==> config.mk <==
export PLATFORM = sky130hd
export DESIGN_NAME = mips_mem_responder_flat
export DESIGN_NICKNAME = d
export VERILOG_FILES = /design/src/rtl/mips_mem_responder_if.sv /design/src/rtl/mips_mem_responder.sv /design/src/flat_wrapper.sv
export SDC_FILE = /design/constraint.sdc
export NUM_CORES = 2
export LEC_CHECK = 0
export BUFFER_PORTS_ARGS = -buffer_cell sky130_fd_sc_hd__buf_2
export CAP_MARGIN = 20
export CORE_MARGIN = 2
export CORE_UTILIZATION = 65
export DETAILED_ROUTE_END_ITERATION = 8
export PLACE_DENSITY = 0.81
export SYNTH_ARGS = -nofsm -noshare
export SYNTH_HDL_FRONTEND = slang
export SYNTH_SLANG_ARGS = --single-unit
export TNS_END_PERCENT = 5
==> constraint.sdc <==
create_clock -name clk -period 7.7 [get_ports clk]
set_input_delay 0.77 -clock clk [delete_from_list [all_inputs] [get_ports clk]]
set_output_delay 0.77 -clock clk [all_outputs]
set_load 0.01 [all_outputs]
==> src/rtl/mips_mem_responder_if.sv <==
// Bus between the MIPS core / boot loader and the memory responder.
// The responder sits on the slave modport; the core and the loader drive the master side.
interface mips_mem_responder_if #(
    parameter int WIDTH = 8
);
    // Processor side
    logic             memread;
    logic             memwrite;
    logic [WIDTH-1:0] adr;
    logic [WIDTH-1:0] writedata;
    logic [WIDTH-1:0] memdata;

    // Boot-load stream. A byte moves on a rising edge where ld_valid and
    // ld_ready are both 1. ld_ready never depends on ld_valid.
    // ld_data and ld_last are only looked at in a cycle where ld_valid is 1.
    logic             ld_valid;
    logic [7:0]       ld_data;
    logic             ld_last;
    logic             ld_ready;

    // Control, memory-mapped output and debug
    logic             cpu_reset;
    logic [WIDTH-1:0] io_out;
    logic             io_strobe;
    logic             fsm_state;   // 0 = LOAD, 1 = RUN

    modport master (
        output memread, memwrite, adr, writedata, ld_valid, ld_data, ld_last,
        input  memdata, ld_ready, cpu_reset, io_out, io_strobe, fsm_state
    );

    modport slave (
        input  memread, memwrite, adr, writedata, ld_valid, ld_data, ld_last,
        output memdata, ld_ready, cpu_reset, io_out, io_strobe, fsm_state
    );
endinterface

==> src/rtl/mips_mem_responder.sv <==
// Byte memory for a small MIPS core. The memory is loaded from a byte stream while the core
// is held in reset, then serves zero-latency reads plus one memory-mapped output register.
module mips_mem_responder #(
    parameter int               WIDTH  = 8,
    parameter logic [WIDTH-1:0] IO_ADR = 8'hFF
) (
    input logic                  clk,
    input logic                  reset,
    mips_mem_responder_if.slave  bus
);
    localparam int DEPTH = 1 << WIDTH;

    typedef enum logic {
        LOAD = 1'b0,
        RUN  = 1'b1
    } state_e;

    state_e           state_q, state_d;
    logic [WIDTH-1:0] ptr_q, ptr_d;
    logic [WIDTH-1:0] io_out_q, io_out_d;
    logic             io_strobe_q, io_strobe_d;
    logic [WIDTH-1:0] mem_q [DEPTH];

    logic             io_hit;
    logic             mem_we;
    logic [WIDTH-1:0] mem_wadr;
    logic [WIDTH-1:0] mem_wdata;

    assign io_hit = (bus.adr == IO_ADR);

    always_comb begin
        state_d     = state_q;
        ptr_d       = ptr_q;
        io_out_d    = io_out_q;
        io_strobe_d = 1'b0;
        mem_we      = 1'b0;
        mem_wadr    = ptr_q;
        mem_wdata   = WIDTH'(bus.ld_data);
        case (state_q)
            LOAD: begin
                if (bus.ld_valid) begin
                    mem_we = 1'b1;
                    ptr_d  = ptr_q + WIDTH'(1);
                    if (bus.ld_last) begin
                        state_d = RUN;
                    end
                end
            end
            RUN: begin
                if (bus.memwrite) begin
                    if (io_hit) begin
                        io_out_d    = bus.writedata;
                        io_strobe_d = 1'b1;
                    end else begin
                        mem_we    = 1'b1;
                        mem_wadr  = bus.adr;
                        mem_wdata = bus.writedata;
                    end
                end
            end
            default: state_d = LOAD;
        endcase
    end

    always_ff @(posedge clk) begin
        if (reset) begin
            state_q     <= LOAD;
            ptr_q       <= '0;
            io_out_q    <= '0;
            io_strobe_q <= 1'b0;
        end else begin
            state_q     <= state_d;
            ptr_q       <= ptr_d;
            io_out_q    <= io_out_d;
            io_strobe_q <= io_strobe_d;
        end
    end

    // The array keeps its contents through reset; only the write is gated so a
    // transfer coincident with reset is dropped.
    always_ff @(posedge clk) begin
        if (mem_we && !reset) begin
            mem_q[mem_wadr] <= mem_wdata;
        end
    end

    always_comb begin
        bus.memdata = '0;
        if (state_q == RUN && bus.memread) begin
            bus.memdata = io_hit ? io_out_q : mem_q[bus.adr];
        end
    end

    assign bus.ld_ready  = (state_q == LOAD);
    assign bus.cpu_reset = (state_q == LOAD);
    assign bus.io_out    = io_out_q;
    assign bus.io_strobe = io_strobe_q;
    assign bus.fsm_state = state_q;
endmodule

==> src/flat_wrapper.sv <==
// flat-port wrapper written by rule: the top's interface ports become plain ports
module mips_mem_responder_flat 
#(
    parameter int               WIDTH  = 8,
    parameter logic [WIDTH-1:0] IO_ADR = 8'hFF
)
  (clk, reset, bus_memread, bus_memwrite, bus_adr, bus_writedata, bus_ld_valid, bus_ld_data, bus_ld_last, bus_memdata, bus_ld_ready, bus_cpu_reset, bus_io_out, bus_io_strobe, bus_fsm_state);
  mips_mem_responder_if #(.WIDTH(WIDTH)) bus_i ();
  input logic clk;
  input logic reset;
  input wire logic [$bits(bus_i.memread)-1:0] bus_memread;
  input wire logic [$bits(bus_i.memwrite)-1:0] bus_memwrite;
  input wire logic [$bits(bus_i.adr)-1:0] bus_adr;
  input wire logic [$bits(bus_i.writedata)-1:0] bus_writedata;
  input wire logic [$bits(bus_i.ld_valid)-1:0] bus_ld_valid;
  input wire logic [$bits(bus_i.ld_data)-1:0] bus_ld_data;
  input wire logic [$bits(bus_i.ld_last)-1:0] bus_ld_last;
  output wire logic [$bits(bus_i.memdata)-1:0] bus_memdata;
  output wire logic [$bits(bus_i.ld_ready)-1:0] bus_ld_ready;
  output wire logic [$bits(bus_i.cpu_reset)-1:0] bus_cpu_reset;
  output wire logic [$bits(bus_i.io_out)-1:0] bus_io_out;
  output wire logic [$bits(bus_i.io_strobe)-1:0] bus_io_strobe;
  output wire logic [$bits(bus_i.fsm_state)-1:0] bus_fsm_state;
  assign bus_i.memread = bus_memread;
  assign bus_i.memwrite = bus_memwrite;
  assign bus_i.adr = bus_adr;
  assign bus_i.writedata = bus_writedata;
  assign bus_i.ld_valid = bus_ld_valid;
  assign bus_i.ld_data = bus_ld_data;
  assign bus_i.ld_last = bus_ld_last;
  assign bus_memdata = bus_i.memdata;
  assign bus_ld_ready = bus_i.ld_ready;
  assign bus_cpu_reset = bus_i.cpu_reset;
  assign bus_io_out = bus_i.io_out;
  assign bus_io_strobe = bus_i.io_strobe;
  assign bus_fsm_state = bus_i.fsm_state;
  mips_mem_responder #(.WIDTH(WIDTH), .IO_ADR(IO_ADR)) u_core (.clk(clk), .reset(reset), .bus(bus_i));
endmodule
Yosys cells after proc, flatten, opt, wreduce, memory -nomap -nowiden
Memories as Yosys holds them, arrays and structs flattened.
Index checks and enable logic that the tools add are counted.
{"block": "totals", "memories": 1, "ramBits": 2048, "out_inout_bits": 20, "elab_cells": 33, "inputBits": 30, "ff_bits": 18}
{"block": "classes", "add_sub_neg": 1, "bitwise_logic": 2, "n_eq_ne": 1, "reduce_logical": 6, "muxes": 18}
{"memory": "u_core.mem_q", "words": 256, "width": 8, "rd": 1, "rd_ports_with_merged_regs": 0, "wr": 1, "line": "mips_mem_responder.sv:22", "text": "logic [WIDTH-1:0] mem_q [DEPTH];"}
{"cell": "$mux W8", "count": 8}
{"cell": "$mux W1", "count": 9}
{"cell": "$add A8 B1 Y8 const B", "count": 1}
{"cell": "$eq A8 B8 Y1 const B", "count": 1}
{"cell": "$reduce_and A3 Y1", "count": 1}
{"cell": "$reduce_or A3 Y1", "count": 1}
{"cell": "$logic_and A1 B1 Y1", "count": 2}
{"cell": "$not A1 Y1", "count": 2}
{"cell": "$pmux W1 S2", "count": 1}
{"cell": "$reduce_and A2 Y1", "count": 1}
{"cell": "$logic_not A1 Y1", "count": 1}

Logic depth before layout (Yosys ltp)
{"block": "depth", "depth_word": 7, "depth_mapped": 13, "depth_no_buf": 7}

Worst setup path after synthesis
Ideal clock, no wire load.
{"block": "synth_path", "path_type": "in2reg", "from": "input port bus_adr[0]", "to": "memory u_core.mem_q[0][0], data pin", "path_stages": 6, "path_buffers": 3, "setup_time_ns": 0.556, "t_required_ns": 7.144, "arrival_ns": 3.693, "path_slack_ns": 3.451, "path_cell_list": "buf_4 buf_4 and4_1 a31oi_1 buf_2 mux2_2"}
{"block": "synth_between", "elab_chain_len": 4}
{"item": "from (decl)", "line": "flat_wrapper.sv:13", "text": "input wire logic [$bits(bus_i.adr)-1:0] bus_adr;"}
{"item": "$eq A8 B8 Y1", "line": "mips_mem_responder.sv:29", "text": "assign io_hit = (bus.adr == IO_ADR);"}
{"item": "$mux W8", "line": "mips_mem_responder.sv:51", "text": "if (io_hit) begin"}
{"item": "$mux W8", "line": "mips_mem_responder.sv:50", "text": "if (bus.memwrite) begin"}
{"item": "$mux W8", "line": "mips_mem_responder.sv:39", "text": "case (state_q)"}
{"item": "via u_core.mem_wdata[0]", "line": "mips_mem_responder.sv:27", "text": "logic [WIDTH-1:0] mem_wdata;"}
{"item": "to (decl)", "line": "mips_mem_responder.sv:22"}
The timed path passes the listed nets, and every way through them passes these cells.

Worst setup path after layout
{"block": "layout_path", "from": "input port bus_adr[1]", "to": "output port bus_memdata[6]"}
{"block": "layout_between", "elab_chain_len": 3, "word_cells_on_any_way": 4, "cone_classes": "eq/ne (1); mux (2); memory (1)"}
{"item": "$mem_v2 Z256 W8 or $eq A8 B8 Y1 (tied branches)"}
{"item": "$mux W8 (*)", "line": "mips_mem_responder.sv:90", "text": "bus.memdata = io_hit ? io_out_q : mem_q[bus.adr];"}
{"item": "$mux W8 (*)", "line": "mips_mem_responder.sv:89", "text": "if (state_q == RUN && bus.memread) begin"}
{"item": "to (decl)", "line": "flat_wrapper.sv:18", "text": "output wire logic [$bits(bus_i.memdata)-1:0] bus_memdata;"}
Every way passes the cells marked *; elsewhere a longest branch is shown, timed or not.

==> out/metrics.yaml <==
rsz0062_at_grt: "no"
critPathMaxStageDelay_ns: 1.03
antenna_found_initial: 8
clock_skew_ns: 0.0360
fp.dieH_um: 357
async_flop_share: 0
final_nets: 4139
core_mm2: 0.124
power_density_mw_per_mm2: 258
area_growth_pct: 9.64
slew_viol_final: 0
drt_first_pass_iters: 9
holdWs_ns: 0.157
syn-num-nets: 4045
avgSynthCellArea_um2: 20.2
failed_checks: "design-rule violations"
multi_input_area_mm2: 0.0178
design.die.area_mm2: 0.127
ys_warn_count: 0
clk_pin_slew_ns: 0.06
synthFlopType: "edfxtp_1"
drc: 1
synth_edf_count: 2048
rows: 129
cp_slowest_cell: "a2111oi_0"
htreeDepth: 4
p_total_mw: 22.9
dp_hpwl_mm: 131
relSlewSlack: 0.103
io_pins: 50
synthCells: 4014
required_ns: 6.93
io_buffers: 49
start_util: 0.655
drv_cap: 0
viasPerCell: 7.38
peakVddDrop_v: 0.000242
arrival_ns: 5.45
die_x_um: 357
status: "finished with violations"
track_usage: 0.351
crit_type: "in2out"
endpoint_kind: "output pin"
cts-resized-gates: 0
critPathMaxFanout: 67
setup_violations: 0
wl_per_cell_um: 37.3
cts.path.max_buffers: 3
synth_seq_cells: 2066
path_cells: "buf_8 > buf_4 > or3b_2 > o22ai_1 > a2111oi_0 > nor3_1 > nand3_1 > o221ai_1 > buf_2"
drt_iter0_markers: 7883
cts_tree: "yes"
clockRootBuffer: "clkbuf_16"
fin_setup_tns_ns: 0
drive_gt1_frac: 0.202
insertion_delay_ns: 0.85
critPathLaunchType: "input pin"
synth_cell_types: 64
gr-total-overflow: 0
worst_pin_slew_ns: 1.31
min_path_type: "in2reg"
cts_num_sinks: 2066
wl_mm: 220
ff_latch_area_mm2: 0.0619
fin_crit_ns: 6.22
fillers: 6840
grt_pass1_vias: 43100
grt_pass1_wl_mm: 312
critPathBufInv: 3
num_vias: 43600
final_antenna_net_count: 0
p_leak_nw: 27.9
max_freq_mhz: 161
cpLargestDelayFamily: "compound AO/OA/AOI/OAI gates"
final_core_util: 0.718
gp_congestion: 1.01
postCtsSetupBuffers: 0
finalHoldViolCount: 0
syn_area_mm2: 0.0810
cts_buffers: 192
fin_crit_sh: 0.807
ys_seq_area_frac: 0.764
hold_buffers: 0
grt_max_degree: 161
==> final timing paths <==
path | from | endpoint | slack [ns] | cells after the start
setup reg to reg | u_core.bus.fsm_state$_SDFF_PP0_ | u_core.mem_q[193][3]$_DFFE_PP_ | 2.50 | 7
setup / recovery | bus_adr[1] | bus_memdata[6] | 1.48 | 9
hold reg to reg | u_core.bus.io_out[3]$_SDFFE_PP0P_ | u_core.bus.io_out[3]$_SDFFE_PP0P_ | 0.58 | 2
hold / removal | bus_ld_last | u_core.bus.fsm_state$_SDFF_PP0_ | 0.16 | 3
==> cells in the mapped netlist, types with 16 or more instances <==
library cell	count	area (µm²)
dfxtp_1	18	360
nor3_1	16	80.1
buf_4	33	248
nor2_1	301	1130
o221ai_1	48	420
nand2_1	168	631
a211oi_1	36	270
o21ai_0	49	245
o22ai_1	86	538
mux2i_1	240	2400
buf_2	74	370
mux2_2	16	180
a2111oi_0	17	149
edfxtp_1	2048	61500
buf_6	33	372
nand3_1	49	245
mux4_2	436	9820
clkbuf_1	84	315
a21oi_1	72	360
==> power by group <==
part	internal [mW]	leakage (nW)	switching [mW]	total (mW)
combinational	0.369	6.42	0.887	1.26
clock	4.97	2.92	4.19	9.16
sequential	12.4	18.5	0.00608	12.5
==> stage by stage <==
| stage | instances | setup WS, ns | cell area [µm²] |
|---|---|---|---|
| global route | 5901 | 1.73 | 88800 |
| finish | 5905 | 1.48 | 88800 |
| floorplan | 4014 | 3.45 | 81000 |
| CTS | 5899 | 1.91 | 88800 |
| detailed placement | 5549 | 1.89 | 82800 |
| global placement | 5547 | 1.99 | 82800 |
==> area by class of cell <==
type | count | share of cell area
Antenna cell | 4 | 0.000113
Clock buffer | 252 | 0.0580
Clock inverter | 98 | 0.00914
Inverter | 12 | 0.000564
Multi-Input combinational cell | 1699 | 0.201
Sequential cell | 2066 | 0.697
Tap cell | 1637 | 0.0231
Timing Repair Buffer | 137 | 0.0117
==> tightest hold or removal path, cell delays in order <==
cell and delay [ns]:
buf_2 0.08, a21oi_1 0.05, nor2_1 0.07
==> sequential cells by signal (all words and copies together) (netlist names) <==
| signal | flops |
|---|---|
| u_core.ptr_q | 8 |
| u_core.bus.fsm_state | 1 |
| u_core.mem_q | 2048 |
| u_core.bus.io_strobe | 1 |
| u_core.bus.io_out | 8 |
==> cells by family after synthesis <==
| logic type | after synthesis | synth area share |
|---|---|---|
| adders and majority gates | 1 | 0.000154 |
| buffers and inverters | 249 | 0.0179 |
| AOI/OAI and AO/OA | 372 | 0.0310 |
| muxes | 692 | 0.153 |
| xor gates and xnor gates | 7 | 0.000757 |
| DFF | 2066 | 0.764 |
| and+or+nand+nor | 627 | 0.0334 |
==> placed cells by master, fill, tap and decap left out, drive strengths merged, types with 7 or more instances in the layout <==
cell type  instances
o21ai             51
nor4               8
nor2b              9
nand2b             9
a22oi             10
and3              13
nand4             10
clkinv            81
bufinv             7
nand3             49
o22ai             86
mux2              16
a31oi              9
nand2            168
a21oi             72
a211oi            36
clkbuf           252
dfxtp             18
o31ai              8
edfxtp          2048
a2111oi           17
buf              137
o221ai            48
nor2             302
o32ai              8
mux4             436
mux2i            240
inv               21
and2              15
nor3              16
==> layer usage <==
layer	global-route usage	vias up	share of wire
li1	-	16700	-
met1	0.467	22000	0.33
met2	0.524	4034	0.46
met3	0.126	829	0.15
met4	0.172	12	0.059
met5	0.00963	-	0.0014
(Power assumes the default switching activity.)
